[config.mk]
export PLATFORM = sky130hd
export DESIGN_NAME = uart_rx
export DESIGN_NICKNAME = d
export VERILOG_FILES = /design/src/rtl/uart_rx.sv
export SDC_FILE = /design/constraint.sdc
export NUM_CORES = 1
export LEC_CHECK = 0
export ABC_AREA = 1
export CORE_MARGIN = 2
export CORE_UTILIZATION = 60
export CTS_CLUSTER_DIAMETER = 120
export CTS_CLUSTER_SIZE = 24
export DETAILED_ROUTE_END_ITERATION = 7
export PLACE_DENSITY = 0.93
export SETUP_SLACK_MARGIN = 0.5
export SYNTH_ARGS = -nofsm -noshare
export SYNTH_HDL_FRONTEND = slang
export SYNTH_SLANG_ARGS = --single-unit
[constraint.sdc]
create_clock -name i_clk -period 3.66 [get_ports i_clk]
set_input_delay 0.732 -clock i_clk [delete_from_list [all_inputs] [get_ports i_clk]]
set_output_delay 0.732 -clock i_clk [all_outputs]
set_load 0.03 [all_outputs]
[src/rtl/uart_rx.sv]
// uart_rx: 8N1 UART receiver with an AXI-Stream master output.
//
// Deserialises frames made of 1 start bit, 8 data bits sent LSB first and
// 1 stop bit from the asynchronous line i_rxd. Each good byte is held in a
// single-entry output register. Framing errors and overruns are reported
// as one-cycle pulses.
//
// Ports:
//   i_clk            system clock; all logic runs on the rising edge
//   i_rst            synchronous active-high reset
//   i_rxd            asynchronous serial input; idles high
//   o_m_axis_tvalid  received byte valid
//   i_m_axis_tready  downstream accepts the byte
//   o_m_axis_tdata   received byte
//   o_rxd_busy       high whenever the FSM is not in IDLE
//   o_rxd_done       one-cycle pulse for each good frame
//   o_frame_err      one-cycle pulse when the stop bit samples low
//   o_overrun        one-cycle pulse when a good byte is dropped because the
//                    holding register is still full
//
// FSM states:
//   state    | meaning
//   IDLE     | line idle; waiting for a falling edge
//   START    | timing to the middle of the start bit to confirm it
//   RXDATA   | sampling the 8 data bits at mid-bit
//   STOP     | sampling the stop bit at mid-bit
//   BRK_WAIT | framing error seen; waiting for the line to return high
module uart_rx #(
  parameter int CLKS_PER_BIT = 16
) (
  input  logic       i_clk,
  input  logic       i_rst,
  input  logic       i_rxd,
  output logic       o_m_axis_tvalid,
  input  logic       i_m_axis_tready,
  output logic [7:0] o_m_axis_tdata,
  output logic       o_rxd_busy,
  output logic       o_rxd_done,
  output logic       o_frame_err,
  output logic       o_overrun
);

  localparam logic [7:0] BIT_LAST  = 8'(CLKS_PER_BIT - 1);
  localparam logic [7:0] HALF_LAST = 8'((CLKS_PER_BIT / 2) - 1);

  typedef enum logic [2:0] {
    IDLE     = 3'd0,
    START    = 3'd1,
    RXDATA   = 3'd2,
    STOP     = 3'd3,
    BRK_WAIT = 3'd4
  } state_t;

  state_t     r_state   = IDLE;
  logic [7:0] r_cnt     = 8'd0;
  logic [2:0] r_bit_idx = 3'd0;
  logic [7:0] r_shift   = 8'd0;
  logic       r_rxd_s1  = 1'b1;
  logic       r_rxd_s2  = 1'b1;
  logic       r_tvalid  = 1'b0;
  logic [7:0] r_tdata   = 8'd0;
  logic       r_done    = 1'b0;
  logic       r_ferr    = 1'b0;
  logic       r_ovr     = 1'b0;

  state_t     s_state;
  logic [7:0] s_cnt;
  logic [2:0] s_bit_idx;
  logic [7:0] s_shift;
  logic       s_tvalid;
  logic [7:0] s_tdata;
  logic       s_done;
  logic       s_ferr;
  logic       s_ovr;
  logic       s_good;

  always_ff @(posedge i_clk) begin
    if (i_rst) begin
      r_state   <= IDLE;
      r_cnt     <= 8'd0;
      r_bit_idx <= 3'd0;
      r_shift   <= 8'd0;
      r_rxd_s1  <= 1'b1;
      r_rxd_s2  <= 1'b1;
      r_tvalid  <= 1'b0;
      r_tdata   <= 8'd0;
      r_done    <= 1'b0;
      r_ferr    <= 1'b0;
      r_ovr     <= 1'b0;
    end else begin
      r_state   <= s_state;
      r_cnt     <= s_cnt;
      r_bit_idx <= s_bit_idx;
      r_shift   <= s_shift;
      r_rxd_s1  <= i_rxd;
      r_rxd_s2  <= r_rxd_s1;
      r_tvalid  <= s_tvalid;
      r_tdata   <= s_tdata;
      r_done    <= s_done;
      r_ferr    <= s_ferr;
      r_ovr     <= s_ovr;
    end
  end

  always_comb begin
    s_state   = r_state;
    s_cnt     = r_cnt;
    s_bit_idx = r_bit_idx;
    s_shift   = r_shift;
    s_tvalid  = r_tvalid;
    s_tdata   = r_tdata;
    s_done    = 1'b0;
    s_ferr    = 1'b0;
    s_ovr     = 1'b0;
    s_good    = 1'b0;

    case (r_state)
      IDLE: begin
        s_cnt     = 8'd0;
        s_bit_idx = 3'd0;
        if (!r_rxd_s2) s_state = START;
      end
      START: begin
        if (r_cnt == HALF_LAST) begin
          // Line back high at mid-start means a glitch, not a frame.
          s_cnt   = 8'd0;
          s_state = r_rxd_s2 ? IDLE : RXDATA;
        end else begin
          s_cnt = r_cnt + 8'd1;
        end
      end
      RXDATA: begin
        if (r_cnt == BIT_LAST) begin
          s_cnt              = 8'd0;
          s_shift[r_bit_idx] = r_rxd_s2;
          if (r_bit_idx == 3'd7) begin
            s_bit_idx = 3'd0;
            s_state   = STOP;
          end else begin
            s_bit_idx = r_bit_idx + 3'd1;
          end
        end else begin
          s_cnt = r_cnt + 8'd1;
        end
      end
      STOP: begin
        if (r_cnt == BIT_LAST) begin
          s_cnt = 8'd0;
          // Leaving at mid-stop-bit leaves half a bit to catch the next start.
          if (r_rxd_s2) begin
            s_done  = 1'b1;
            s_good  = 1'b1;
            s_state = IDLE;
          end else begin
            s_ferr  = 1'b1;
            s_state = BRK_WAIT;
          end
        end else begin
          s_cnt = r_cnt + 8'd1;
        end
      end
      BRK_WAIT: begin
        if (r_rxd_s2) s_state = IDLE;
      end
      default: begin
        s_state   = IDLE;
        s_cnt     = 8'd0;
        s_bit_idx = 3'd0;
      end
    endcase

    // Holding register: a load may coincide with the downstream accepting
    // the previous byte; otherwise a full register drops the new byte.
    if (s_good) begin
      if (!r_tvalid || i_m_axis_tready) begin
        s_tvalid = 1'b1;
        s_tdata  = r_shift;
      end else begin
        s_ovr = 1'b1;
      end
    end else if (r_tvalid && i_m_axis_tready) begin
      s_tvalid = 1'b0;
    end
  end

  assign o_m_axis_tvalid = r_tvalid;
  assign o_m_axis_tdata  = r_tdata;
  assign o_rxd_busy      = (r_state != IDLE);
  assign o_rxd_done      = r_done;
  assign o_frame_err     = r_ferr;
  assign o_overrun       = r_ovr;

endmodule

After elaboration in Yosys (flattened, before gate mapping) --
Index checks and enable logic that the tools add are counted.
Word-level totals: input bits 4, bits in registers 36, logic and storage cells 75
Operators by class: muxes and demuxes 26, bitwise gates (word level) 4, equality and inequality tests 14, add/sub/neg operators 2, $lt $le $gt $ge 2, reduce and logical (&&, ||, !) cells 16
Operators by type and width (count):
- $mux 3 | 9
- $pmux 8 s3 | 1
- $mux 8 | 2
- $pmux 3 s5 | 1
- $ne 2x2->1 const B | 6
- $mux 1 | 9
- $add 8x1->8 const B | 1
- $bwmux 8 | 1
- $eq 8x3->1 const B | 1
- $eq 8x4->1 const B | 1
- $reduce_and 2->1 | 4
- $eq 3x2->1 const B | 2
- $eq 3x3->1 const B | 2
- $pmux 3 s2 | 1
- $reduce_and 6->1 | 1
- $reduce_or 3->1 | 2
- $lt 3x4->1 const B | 1
- $not 1->1 | 4
- $reduce_or 2->1 | 2
- $add 3x1->3 const B | 1
- $demux 1 s3 | 1
- $eq 3x1->1 const B | 1
- $ge 3x1->1 const B | 1
- $logic_not 3->1 | 1
- 7 further kinds | 8

Logic depth before layout (Yosys ltp) --
Gate-level depths: netlist of the first run.
word-level depth 5, mapped depth 10, mapped depth without buffers 10

Least setup slack after synthesis of the first run --
Ideal clock, no wire load.
kind reg-to-output, start register r_state[2], end output o_rxd_busy, stages on the path, launching flop included 3, buffers on the path 0, slack 2.189 ns, arrival time 0.739 ns, cell sequence dfxtp_1 > nor2_2 > nand2_1
Between the ends: cells in the longest elaborated chain, start to end 1
Ends and longest elaborated chain:
- from (decl) | line 54 | state_t r_state = IDLE;
- from (signal assigned) | line 91 | r_state <= s_state;
- $reduce_bool 3->1 | line 188 | assign o_rxd_busy = (r_state != IDLE);
- to (decl) | line 37 | output logic o_rxd_busy,
Every way passes these cells.

Final worst setup path of the first run --
Same ends and word-level chain as after synthesis.

==> impl.org, run 1 <==
** Synth
- Of the post-synthesis cell area, the dominant cell type holds 40.8%.
- The synthesized netlist occupies a cell area of 0.00177 mm².
- The cell count after synthesis came out at 259.
- Most area-hungry cell type in the Yosys netlist :: dfxtp_1
- Largest cells by area after synthesis :: dfxtp_1 41%, nand2_1 14%, nor2_1 8.9%
- Synth Area per Inst :: 6.83 µm²
- Synth unique cells :: 27
- Yosys printed 0 warnings.
- Post-synthesis net count :: 266
- Sequential area share after synthesis :: 40.8%
- After synthesis the netlist holds a flip-flop and latch count of 36.

** Setup path
- Worst setup path category :: reg -> out
- Cell breakdown of the critical path :: nor2_2, nand2_1, clkdlybuf4s50_1
- Req. time, crit path :: 2.93 ns
- Along the worst path, the maximum fanout reaches 6.
- Slowest stage cell, crit path :: clkdlybuf4s50_1
- The worst setup path is launched from a flop.
- Grouping stages by cell kind, the critical path spends the most delay in buffers and inverters.
- The largest single stage delay on the critical path is 0.66 ns.
- Arrival @ worst endpoint :: 1.66 ns
- STA classifies the critical path endpoint as an output port.
- Bufs and invs on worst path :: 1

** Floorplanning
- Area of the placeable core :: 0.00278 mm²
- Starting density of the core :: 63.6%
- The die is 58.3 µm tall.
- Top-Level Pins :: 17
- In this run the horizontal extent of the chip is 58.3 µm.
- Row generation in the floorplan step produced 19 rows.
- Die area :: 0.00340 mm²

** GRT
- Vias in the first global route :: 1412
- The first global-routing pass estimated 5620 µm of wire.
- Pin count of the biggest net entering global routing :: 24
- Global routing consumed, over all layers together, 21.7% of the routing resources.
- After global routing the overflow that remains totals 0.
- Number of antenna violations at the first check in global routing :: 0

** Clock tree
- Post-CTS setup-driven buffer insertion count :: 0
- The clock net in this run drives a total of 36 sinks.
- The clock reaches the later pin of the worst-skew pair after 0.35 ns.
- Maximum count of clock buffers along a single path :: 2
- CTS HTree Levels :: 2
- TritonCTS built the clock tree.
- Number of instances resized during post-cts repair :: 0
- Clock tree synthesis inserted a total of 5 buffers.
- The cell sitting at the root of the clock tree is a clkbuf_4.
- Number of hold buffers added after CTS :: 0
- Clock transition time at the flip-flop clock pins of the worst setup and hold paths :: 0.11 ns

** Power
- In this run, the clock network consumes 23.7% of the power.
- The design draws 0.00118 W.
- Net switching is 39.3% of the power.
- Power Dens Cells :: 586 mW/mm²
- Sequential cells burn 40.7% of the power.
- The worst-case IR drop observed on VDD is 635 µV.
- In this run the static leakage power is 0.972 nW.
- NetSw :: 0.000464 W
- Combinational cells account for 35.6% of the total power.
- Cell internal power was estimated by the tool at 0.000716 W.

** Final layout
- Area growth from synthesis to layout :: 13.8%
- Fin area :: 0.00201 mm²
- Final Net Count :: 285
- The library cell used most frequently in the layout, excluding fill and tap cells, is nand2_1.
- Of the cells placed in the final design, the portion with a size suffix greater than 1 is 10.8%.
- Leaving out filler cells and counting taps, the final layout contains 310.
- The number of antenna diodes in the final layout is 0.
- In the layout the commonest cells are 67 x nand2_1, 42 x nor2_1, 38 x inv_1.

** Detailed routing
- The count of nets left with antenna violations once routing finished came out at 0.
- Initial DRC Count :: 64
- Routed vias/inst :: 5.06
- Final wirelength :: 3250 µm
- Before antenna repair, the detailed router went through 4 iterations.
- Detailed-route wire length per cell :: 10.5 µm
- The routed layout has 1569 vias.
- DRC violation count after routing :: 0

** STA
- Min Tclk post-route :: 2.39 ns
- Max-Slew Margin vs Limit :: 55.1%
- Between clock sinks in the finished design, the worst skew comes to 0.00587 ns.
- Setup repair after global routing missed its margin :: false
- The hold violation total from the final report was 0.
- Setup total negative slack on the finished layout was measured at 0 ns.
- Setup violations remaining at the end of the flow were counted as 0.
- Transition time at the pin with the least slew margin :: 0.673 ns
- Count of final max-slew check failures :: 0
- Final period util :: 65.4%
- Maximum clock rate :: 418 MHz
- Hold is met by 0.432 ns.

** Status
- Result of the run :: complete, no violations

** Run
- Across the run, the number of max-cap violations was 0.

** Placement
- Buffers added on ports :: 16
- Cell count after placement :: 302
- In this run the cell area measured after placement is 0.00193 mm².
- DP Wirelength :: 2390 µm
- Placer Congestion :: 0.833

** Worst hold path
- The tightest min-delay check is of the reg -> reg type.
==> final cells by class <==
class                           count  area, µm²
Clock buffer                        5       37.5
Clock inverter                      3       42.5
Fill cell                         227        769
Inverter                           44        165
Multi-Input combinational cell    175        847
Sequential cell                    36        721
Tap cell                           31       38.8
Timing Repair Buffer               16        160
==> logic make-up (layout without fill, tap and decap cells) <==
logic type / Yosys count / in the layout / synth area share [%]
adders and majority gates: 3 / 3 / 2.12
DFF: 36 / 36 / 40.8
and+or+nand+nor: 143 / 143 / 36.9
buffers and inverters: 48 / 68 / 11.3
AOI/OAI and AO/OA: 29 / 29 / 8.92
==> stage by stage <==
step	setup slack, ns	util (%)
floorplan	2.19	-
global placement	1.22	69.5
detailed placement	1.16	69.5
CTS	1.27	72.3
global route	1.22	72.3
finish	1.27	72.3
==> final timing paths <==
kind                                 start                end  slack (ns)  cells after the start
worst max-delay path            r_state[2]         o_rxd_busy        1.27                      3
worst min-delay path              r_rxd_s1           r_rxd_s2        0.43                      1
worst max register to register    r_cnt[0]  o_m_axis_tdata[5]        2.02                      6
worst min register to register    r_rxd_s1           r_rxd_s2        0.43                      1
==> state kept, by name, indices dropped and copies added, names as in the netlist <==
name             flops
o_frame_err          1
o_m_axis_tdata       8
o_m_axis_tvalid      1
o_overrun            1
o_rxd_done           1
r_bit_idx            3
r_cnt                8
r_rxd_s1             1
r_rxd_s2             1
r_shift              8
r_state              3
==> routing by layer <==
layer / global-route usage (%) / part of all wire, %
met1: 26.3 / 47
met2: 35.6 / 46
met3: 4.91 / 4.8
met4: 11.3 / 1.8
met5: 0 / 0
==> synth_stat cells <==
library cell and number:
a21oi_1 16, and3_1 1, clkbuf_1 2, clkbuf_8 2, clkinv_1 2, dfxtp_1 36, ha_1 3, inv_1 38
inv_2 4, nand2_1 67, nand2_2 2, nand2_4 1, nand3_1 11, nand3_2 2, nand4_1 2, nand4_4 1
nor2_1 42, nor2_2 4, nor2_4 4, nor3_1 3, nor4_1 1, o211ai_1 1, o21ai_0 5, o21ai_1 4
o21ai_2 2, o21bai_1 1, or2_2 2
==> power groups by stage <==
stage / registers [W] / clock network, W / logic [W]
2_1_floorplan: 0.000477 / 0 / 0.000339
3_3_place_gp: 0.000487 / 0 / 0.000405
3_5_place_dp: 0.000488 / 0 / 0.000421
4_1_cts: 0.000480 / 0.000286 / 0.000422
5_1_grt: 0.000488 / 0.000300 / 0.000481
6_report: 0.000480 / 0.000280 / 0.000420
Power figures use the tool's default switching activity.
==> inputs of run 2 (changes only) <==
--- a/config.mk
+++ b/config.mk
@@ -7,11 +7,11 @@
 export LEC_CHECK = 0
 export ABC_AREA = 1
 export CORE_MARGIN = 2
-export CORE_UTILIZATION = 60
+export CORE_UTILIZATION = 50
 export CTS_CLUSTER_DIAMETER = 120
 export CTS_CLUSTER_SIZE = 24
 export DETAILED_ROUTE_END_ITERATION = 7
-export PLACE_DENSITY = 0.93
+export PLACE_DENSITY = 0.84
 export SETUP_SLACK_MARGIN = 0.5
 export SYNTH_ARGS = -nofsm -noshare
 export SYNTH_HDL_FRONTEND = slang
==> constraint.sdc (replaced) <==
create_clock -name i_clk -period 2 [get_ports i_clk]
set_input_delay 0.4 -clock i_clk [delete_from_list [all_inputs] [get_ports i_clk]]
set_output_delay 0.4 -clock i_clk [all_outputs]
set_load 0.03 [all_outputs]
==> impl.org, run 2 (synthesized netlist as in run 1, its figures left out) <==
** Status
- Result of the run: complete, no violations (unchanged).

** Power
- Pwr Total :: 0.00236 W (was 0.00118 W)
- The leakage component of the power came to 1.05 nW (was 0.972 nW).
- Worst-case vdd ir drop :: 852 µV (was 635 µV)
- The power density over the cells came to 1080 mW/mm² (was 586 mW/mm²).

** STA
- Static timing analysis puts the maximum clock frequency at 666 MHz.
- Setup repair after global routing missed its margin: true (was false).
- The worst slew margin relative to its limit was 73.6% (was 55.1%).
- Worst hold-check slack :: 0.426 ns (was 0.432 ns)
- The number of pins with negative max-slew slack in the final report was 0 (unchanged).
- Final period util :: 75.1%
- Transition time at the pin with the least slew margin :: 0.396 ns (was 0.673 ns)
- The worst clock skew is 0.0143 ns (was 0.00587 ns).
- The total negative slack is 0 ns (unchanged).
- The total setup violations reported at the end of the flow was 0 (unchanged).
- The worst path needs 1.50 ns of the cycle, external delays included.
- Number of hold-slack violations in the final timing report :: 0 (unchanged)

** Clock tree
- Insertion delay of the later-clocked pin in the worst-skew pair :: 0.35 ns (about the same)
- Clock Tree Root :: clkbuf_4 (unchanged)
- The clock-pin transition on the worst setup and hold timing paths is 0.12 ns (was 0.11 ns).
- The H-tree level count came to 2 (unchanged).
- The hold buffer count at cts was 0 (unchanged).
- The maximum root-to-sink buffer count came to 2 (unchanged).
- Total clock buffers created by CTS :: 5 (unchanged)
- The count of clock tree sinks is 36 (unchanged).
- Clock tree from TritonCTS :: done (unchanged)

** GRT
- The via count of the first global-routing pass came to 1489 (was 1412).
- The met2 routing resource usage after global routing was 32.8% (was 35.6%).
- GR Util met1 :: 22.8% (was 26.3%)
- The initial antenna violation count is 0 (unchanged).
- Routing layer with the top usage in global route :: met2 (unchanged)
- Pin count of the biggest net entering global routing :: 19 (was 24)
- Met3 layer usage reported by global route :: 5.71% (was 4.91%)
- The first-pass GRT wire length is 6110 µm (was 5620 µm).
- The total global routing track utilization came to 19.4% (was 21.7%).
- GR Overflow Total :: 0 (unchanged)

** Final layout
- Fin area :: 0.00218 mm² (was 0.00201 mm²)
- The area used by multi-input combinational logic came to 938 µm² (was 847 µm²).
- Final Net Count :: 297 (was 285)
- The share of the core filled with cells is 64.9% (was 72.3%).
- Top library cells by usage in the layout, fill and taps aside: 62 x nand2_1, 39 x nor2_1, 37 x inv_1 (was 67 x nand2_1, 42 x nor2_1, 38 x inv_1).
- The footprint of the flip-flops and latches was 742 µm² (was 721 µm²).
- The share of post-route cells with drive strength above 1 was 25.4% (was 10.8%).
- The antenna diode instance count was 0 (unchanged).
- Area growth from synthesis to layout :: 23.5% (was 13.8%)
- Fill cell total of the finished layout :: 320 (was 227)
- The commonest non-fill, non-tap cell in the layout is nand2_1 (unchanged).

** Setup path
- The critical setup path kind was reg -> reg (was reg -> out).
- The required time at the endpoint of the critical path came to 2.30 ns (was 2.93 ns).
- Critical register-to-register path startpoint :: r_cnt[1] (was r_cnt[0])
- The element type at the critical path start is a flop (unchanged).
- Reg2Reg Depth :: 9 (was 6)
- Arrival @ worst endpoint :: 1.80 ns (was 1.66 ns)
- The terminus of the critical flop-to-flop path is r_shift[4] (was o_m_axis_tdata[5]).
- The endpoint type of the worst setup path is a flop (was output port).
- Critical path fanouts, max :: 4 (was 6)
- The register-to-register setup slack came to 0.50 ns (was 2.02 ns).

** Placement
- The cell area reported after detailed placement was 0.00197 mm² (was 0.00193 mm²).
- DP Wirelength :: 2290 µm (was 2390 µm)
- Placer Congestion :: 0.859 (was 0.833)
- Buffers added on ports :: 16 (unchanged)

** Detailed routing
- Initial DRC Count :: 83 (was 64)
- The number of remaining DRC errors was 0 (unchanged).
- TritonRoute pass-1 iters :: 4 (unchanged)
- Detailed-route wire length per cell :: 11.2 µm (was 10.5 µm)
- The remaining antenna violation count came to 0 (unchanged).
- The overall via count from detail_route is 1652 (was 1569).
- The routed via count divided by cell count is 4.90 (was 5.06).
- Final wirelength :: 3770 µm (was 3250 µm)

** Worst hold path
- Hold Path Cell Cnt :: 1 (unchanged)
- The terminating pin of the worst hold path was r_rxd_s2 (unchanged).
- Path category of the worst min-delay check :: reg -> reg (unchanged)
- The launch point of the worst hold path was r_rxd_s1 (unchanged).

** Floorplanning
- The width of the die came to 63.5 µm (was 58.3 µm).
- Die area :: 0.00403 mm² (was 0.00340 mm²)
- Height of the die :: 63.5 µm (was 58.3 µm)
- The initial core utilization came to 52.6% (was 63.6%).
- The number of placement rows came to 21 (was 19).
- Top-Level Pins :: 17 (unchanged)
- The total core area was 0.00336 mm² (was 0.00278 mm²).

** Run
- Max-cap viol count :: 0 (unchanged)
## run 2: cell types whose count changed in the layout (fill, tap and decap cells not counted), moves of 2 or more
cell,delta
dfxtp_1,-7
nand2_2,+4
a21oi_2,+3
nand2_1,-5
a21oi_1,-3
dfxtp_2,+2
nor2_1,-3
buf_4,+10
clkdlybuf4s50_1,-13
clkbuf_2,+9
dfxtp_4,+5
clkdlybuf4s15_1,+2
nor2_4,+2
## run 2: routing by layer
metal	wire length (µm)	vias to the layer above
met3	174	9
met5	0	-
met1	1670	737
li1	-	864
met2	1860	42
met4	65	0
## run 2: worst max-delay path, stage by stage (launching register included)
cell	delay, ns
dfxtp_2	0.37
ha_4	0.17
nand3_4	0.12
nor2_4	0.24
nand2_4	0.10
nor2_4	0.17
nand2_1	0.10
nand2_1	0.07
nand2_1	0.06
nor2_1	0.08
## run 2: final cells by class
| type | instances | area share [%] |
|---|---|---|
| clock buffers | 5 | 1.72 |
| multi-input cells | 176 | 43.0 |
| repair buffers | 27 | 8.94 |
| clock inverters | 3 | 1.95 |
| inverters | 44 | 7.79 |
| flip-flops and latches | 36 | 34.0 |
| well taps | 46 | 2.64 |
## run 2: worst max path at each step
stage	slack (ns)	cells past startpoint	startpoint	endpoint
floorplan	0.61	8	r_cnt[0]	r_bit_idx[0]
global placement	0.37	3	r_state[2]	o_rxd_busy
detailed placement	0.36	3	r_state[2]	o_rxd_busy
CTS	0.23	3	r_state[2]	o_rxd_busy
global route	0.43	9	r_cnt[1]	r_shift[6]
finish	0.50	9	r_cnt[1]	r_shift[4]
## run 2: report_power, final
group	leakage [nW]	switching, W	total (W)	internal, W
Combinational	0.711	0.000607	0.000955	0.000348
Sequential	0.296	0.0000847	0.000900	0.000816
Clock	0.0412	0.000244	0.000505	0.000261
Total	1.05	0.000936	0.00236	0.00142
## run 2: through the flow
step	setup slack, ns	cells
after floorplan	0.613	259
after global placement	0.365	320
after detailed placement	0.355	320
after CTS	0.232	329
after global routing	0.430	337
final	0.498	337
## run 2: what timing repair did
action	4_1_cts	5_1_grt
endpoints found under the hold margin	0	0
resized for setup	28	44
buffers inserted	0	8
setup endpoints to repair	36	36
pin swaps	2	16
gates cloned	1	0
==> RTL edit 1 (config.mk and constraints of run 1) <==
Re-encode `state_t` (5 states) as Gray code, 3 bits wide.
--- a/src/rtl/uart_rx.sv
+++ b/src/rtl/uart_rx.sv
@@ -46,7 +46,7 @@
   typedef enum logic [2:0] {
-    IDLE     = 3'd0,
-    START    = 3'd1,
-    RXDATA   = 3'd2,
-    STOP     = 3'd3,
-    BRK_WAIT = 3'd4
+    IDLE     = 3'b000,
+    START    = 3'b001,
+    RXDATA   = 3'b011,
+    STOP     = 3'b010,
+    BRK_WAIT = 3'b110
   } state_t;
Formal check against the unedited RTL: same outputs for any inputs over 10 cycles, from zero or initial values and one cycle with i_rst high; not proved beyond that.
==> RTL edit 1 against run 1 <==
Routed wire length grew 8.7%; power is 13% lower; setup slack got worse by 0.0077 ns; area after synthesis shrank 0.92%; register-to-register slack worse by 0.06 ns; via count is 5.5% higher; design area shrank 0.68%; sequential cell count stayed put; clock skew up 0.0085 ns; critical endpoint unchanged; largest cell class unchanged.
==> RTL edit 1: results <==
{
  "grt_use_met3": 0.06920,
  "synthFlopType": "dfxtp_1",
  "worst-r2r-cell-count": 8,
  "antenna_found_initial": 0,
  "cts.htree.levels": 2,
  "skew_ns": 0.01434,
  "grt_pass1_wl_um": 5996,
  "post_cts_buffers": 0,
  "synthArstFlopShare": 0,
  "avgSynthCellArea_um2": 6.816,
  "r2r_setup_slack_ns": 1.96,
  "gr-usage-all-layers": 0.2372,
  "synth_seq_area_share": 0.4114,
  "drive_gt1_frac": 0.07636,
  "nFillCells": 211,
  "path_clk_slew_ns": 0.13,
  "hpwl_um": 2500,
  "finalWirelength_um": 3531,
  "diodes": 0,
  "ctsResizeCount": 0,
  "grt_max_degree": 26,
  "r2r-end": "r_bit_idx[0]$_SDFFE_PP0P_",
  "vias": 1656,
  "cts.hold.buffers_added": 0,
  "root_buffer": "clkbuf_4",
  "cp.arrival_ns": 1.67,
  "portBuffers": 16,
  "worstReg2RegStart": "r_cnt[0]$_SDFFE_PP0N_",
  "clkLatencyLatePin_ns": 0.36,
  "switching_share": 0.3573,
  "cpMaxStageDelayCell": "clkdlybuf4s50_1",
  "drt_iter0_markers": 57,
  "max-slew-margin-rel": 0.6770,
  "status": "completed",
  "yosys-top-cells-area": "dfxtp_1 41%, nand2_1 15%, nor2_1 9.0%",
  "max_stage_delay_ns": 0.66,
  "met1_usage": 0.2736,
  "wl_per_cell_um": 11.54,
  "ir_worst_vdd_mv": 0.4862,
  "nNetsFinal": 282,
  "grt_pass1_vias": 1480,
  "synth_cell_types": 27,
  "gr-usage-met2": 0.4026,
  "crit_end": "o_rxd_busy",
  "yosys_warnings": 0,
  "clockBufferDepth": 2,
  "globalplace.congestion": 0.9319,
  "place_inst": 298,
  "synth_commonest_cells": "70 x nand2_1, 42 x nor2_1, 36 x dfxtp_1",
  "syn_nets": 265,
  "cts_made_buffers": 5,
  "leakage_nw": 0.9241
}
==> RTL edit 1: per-stage QoR <==
| step | area, um^2 | setup slack, ns | util |
|---|---|---|---|
| finish | 1998 | 1.260 | 0.7246 |
| floorplan | 1752 | 2.187 | - |
| detailed placement | 1914 | 1.624 | 0.6942 |
| CTS | 1998 | 1.260 | 0.7246 |
| global route | 1998 | 1.197 | 0.7246 |
| global placement | 1914 | 1.641 | 0.6942 |
==> RTL edit 1: cells by family after synthesis <==
kind of cell / synth area share
AND/OR/NAND/NOR: 0.3664
XOR/XNOR: 0.005001
adder cells (fa/ha/maj): 0.02857
AO/OA/AOI/OAI: 0.09429
flip-flops: 0.4114
buffers and inverters: 0.09428
==> RTL edit 1: layout make-up <==
type | instances | area, um^2 | share of cell area
Multi-Input combinational cell | 182 | 865.8 | 0.4333
Sequential cell | 36 | 720.7 | 0.3607
Timing Repair Buffer | 17 | 167.7 | 0.08391
Inverter | 32 | 121.4 | 0.06074
Clock inverter | 3 | 46.29 | 0.02317
Tap cell | 31 | 38.79 | 0.01941
Clock buffer | 5 | 37.54 | 0.01879
==> RTL edit 1: routing by layer <==
metal | vias to the layer above | share of wire
li1 | 844 | -
met3 | 10 | 0.064
met4 | 0 | 0.026
met5 | - | 0
met2 | 59 | 0.49
met1 | 743 | 0.42
==> RTL edit 1: how the worst min path moves through the flow <==
stage | start | end | slack, ns | cells after the start
after floorplan | r_rxd_s1$_SDFF_PP1_ | r_rxd_s2$_SDFF_PP1_ | 0.39 | 1
after global placement | r_rxd_s1$_SDFF_PP1_ | r_rxd_s2$_SDFF_PP1_ | 0.39 | 1
after detailed placement | r_rxd_s1$_SDFF_PP1_ | r_rxd_s2$_SDFF_PP1_ | 0.41 | 1
after CTS | r_rxd_s1$_SDFF_PP1_ | r_rxd_s2$_SDFF_PP1_ | 0.43 | 1
after global routing | r_rxd_s1$_SDFF_PP1_ | r_rxd_s2$_SDFF_PP1_ | 0.46 | 1
final | r_rxd_s1$_SDFF_PP1_ | r_rxd_s2$_SDFF_PP1_ | 0.42 | 1
==> RTL edit 1: power groups by stage <==
stage	Sequential, W	Combinational, W	Clock, W
finish	0.000460	0.000274	0.000290
global route	0.000467	0.000319	0.000312
CTS	0.000459	0.000272	0.000294
detailed placement	0.000468	0.000270	0
global placement	0.000466	0.000259	0
floorplan	0.000458	0.000209	0
==> RTL edit 2 (config.mk and constraints of run 1) <==
Without the edit above. `CLKS_PER_BIT`: 16 -> 15.
--- a/src/rtl/uart_rx.sv
+++ b/src/rtl/uart_rx.sv
@@ -28,3 +28,3 @@
 module uart_rx #(
-  parameter int CLKS_PER_BIT = 16
+  parameter int CLKS_PER_BIT = 15
 ) (
Behaviour: no difference found for any inputs over 10 cycles, from zero or initial values and one cycle with i_rst high; that may be too few to reach the edited logic, so the function may still have changed.
==> RTL edit 2 against run 1 <==
Routed wire length rose by 10%; via count rose by 3.6%; sequential power fell by 7.3%; setup slack got worse by 0.050 ns; sequential cell count did not move; design area rose by 1.3%; critical path depth did not move; final cell count fell by 1.9%; area after synthesis rose by 2.9%; power fell by 13%; non-clock buffer count rose by 1; synthesized cell count fell by 1.2%; critical path type unchanged; critical endpoint unchanged.
==> RTL edit 2: results <==
{
  "grt_pass1_vias": 1422,
  "vias": 1626,
  "clkLatencyLatePin_ns": 0.35,
  "max_stage_delay_ns": 0.66,
  "grt_pass1_wl_um": 6230,
  "skew_ns": 0.009592,
  "path_clk_slew_ns": 0.11,
  "nNetsFinal": 280,
  "diodes": 0,
  "crit_fanout": 6,
  "finalWirelength_um": 3573,
  "synth_commonest_cells": "57 x nand2_1, 39 x nor2_1, 36 x dfxtp_1",
  "yosys-top-cells-area": "dfxtp_1 40%, nand2_1 12%, nor2_1 8.0%",
  "cts_made_buffers": 5,
  "antenna_left": 0,
  "status": "completed",
  "place_area_um2": 1958,
  "grt_max_degree": 24,
  "tightestPinTransition_ns": 0.5486,
  "first_pass_iters": 4,
  "antenna_found_initial": 0,
  "cts.htree.levels": 2,
  "post_cts_buffers": 0,
  "ctsResizeCount": 0,
  "drt_iter0_markers": 60,
  "synth_edf_count": 0,
  "path_delay_family": "buffers and inverters",
  "root_buffer": "clkbuf_4",
  "cp.arrival_ns": 1.71,
  "syn_nets": 264,
  "synthArstFlopShare": 0,
  "cpMaxStageDelayCell": "clkdlybuf4s50_1",
  "yosys_warnings": 0,
  "portBuffers": 16,
  "synthFlopType": "dfxtp_1",
  "globalplace.congestion": 0.8286,
  "clockBufferDepth": 2,
  "synth_cell_types": 25,
  "leakage_nw": 0.8851,
  "r2r_setup_slack_ns": 1.89,
  "hpwl_um": 2402,
  "synth_seq_area_share": 0.3961,
  "drive_gt1_frac": 0.1062,
  "ir_worst_vdd_mv": 0.3691,
  "min-delay-path-class": "flip-flop to flip-flop",
  "gr-usage-all-layers": 0.2370
}
-- RTL edit 2: changes by cell type after synthesis, sizes merged, moves of 2 or more --
cell,run 1,this run
o21ai,11,5
nand3,13,23
clkinv,2,0
nand4,3,10
a21oi,16,21
nor2,50,46
buf,0,5
nand2,70,58
xnor2,0,2
inv,42,35
-- RTL edit 2: cell type report --
cell class | instances | area (um^2)
Multi-Input combinational cell | 177 | 899.6
Timing Repair Buffer | 17 | 167.7
Clock buffer | 5 | 37.54
Sequential cell | 36 | 720.7
Fill cell | 222 | 790.8
Tap cell | 31 | 38.79
Clock inverter | 3 | 42.54
Inverter | 35 | 131.4
-- RTL edit 2: where the power goes --
group | internal, W | total (W) | switching [W]
clock | 0.000142 | 0.000282 | 0.000140
combinational | 0.0000977 | 0.000299 | 0.000202
sequential | 0.000413 | 0.000445 | 0.0000324
-- RTL edit 2: worst register-to-register path: stages, from the launching register on --
cell     delay, ns
dfxtp_1       0.36
inv_1         0.07
ha_1          0.17
nand3_1       0.16
nor2_4        0.42
nand3_4       0.26
nand2_1       0.12
nand2_1       0.05
nor2_1        0.12
-- RTL edit 2: stage by stage --
step,worst slack [ns],hold WS (ns),total power [W],instances
2_1_floorplan,2.138,0.3895,0.0006942,256
3_3_place_gp,1.603,0.3925,0.0007424,296
6_report,1.218,0.4193,0.001027,304
5_1_grt,1.163,0.4321,0.001079,304
4_1_cts,1.213,0.4209,0.001028,304
3_5_place_dp,1.535,0.3953,0.0007481,296
-- RTL edit 2: cell families after synthesis --
kind of cell	after synthesis	share of synthesized area
AND/OR/NAND/NOR	143	0.3755
buffers and inverters	43	0.1094
flip-flops	36	0.3961
AO/OA/AOI/OAI	28	0.08184
adder cells (fa/ha/maj)	4	0.02751
XOR/XNOR	2	0.009630
-- RTL edit 2: routing by layer --
| metal | up-vias | part of all wire | wire length, um | track usage |
|---|---|---|---|---|
| li1 | 847 | - | - | - |
| met3 | 11 | 0.062 | 221 | 0.07424 |
| met2 | 53 | 0.45 | 1617 | 0.3587 |
| met5 | - | 0 | 0 | 0 |
| met4 | 0 | 0.027 | 97 | 0.1039 |
| met1 | 715 | 0.46 | 1637 | 0.3116 |
-- RTL edit 2: path summary, 6_finish.rpt --
kind | cells after the start | from | endpoint
max | 3 | r_state[0]$_SDFFE_PP0P_ | o_rxd_busy
min | 1 | r_rxd_s1$_SDFF_PP1_ | r_rxd_s2$_SDFF_PP1_
max reg2reg | 8 | r_cnt[0]$_SDFFE_PP0N_ | o_m_axis_tdata[0]$_SDFFE_PP0P_
min reg2reg | 1 | r_rxd_s1$_SDFF_PP1_ | r_rxd_s2$_SDFF_PP1_
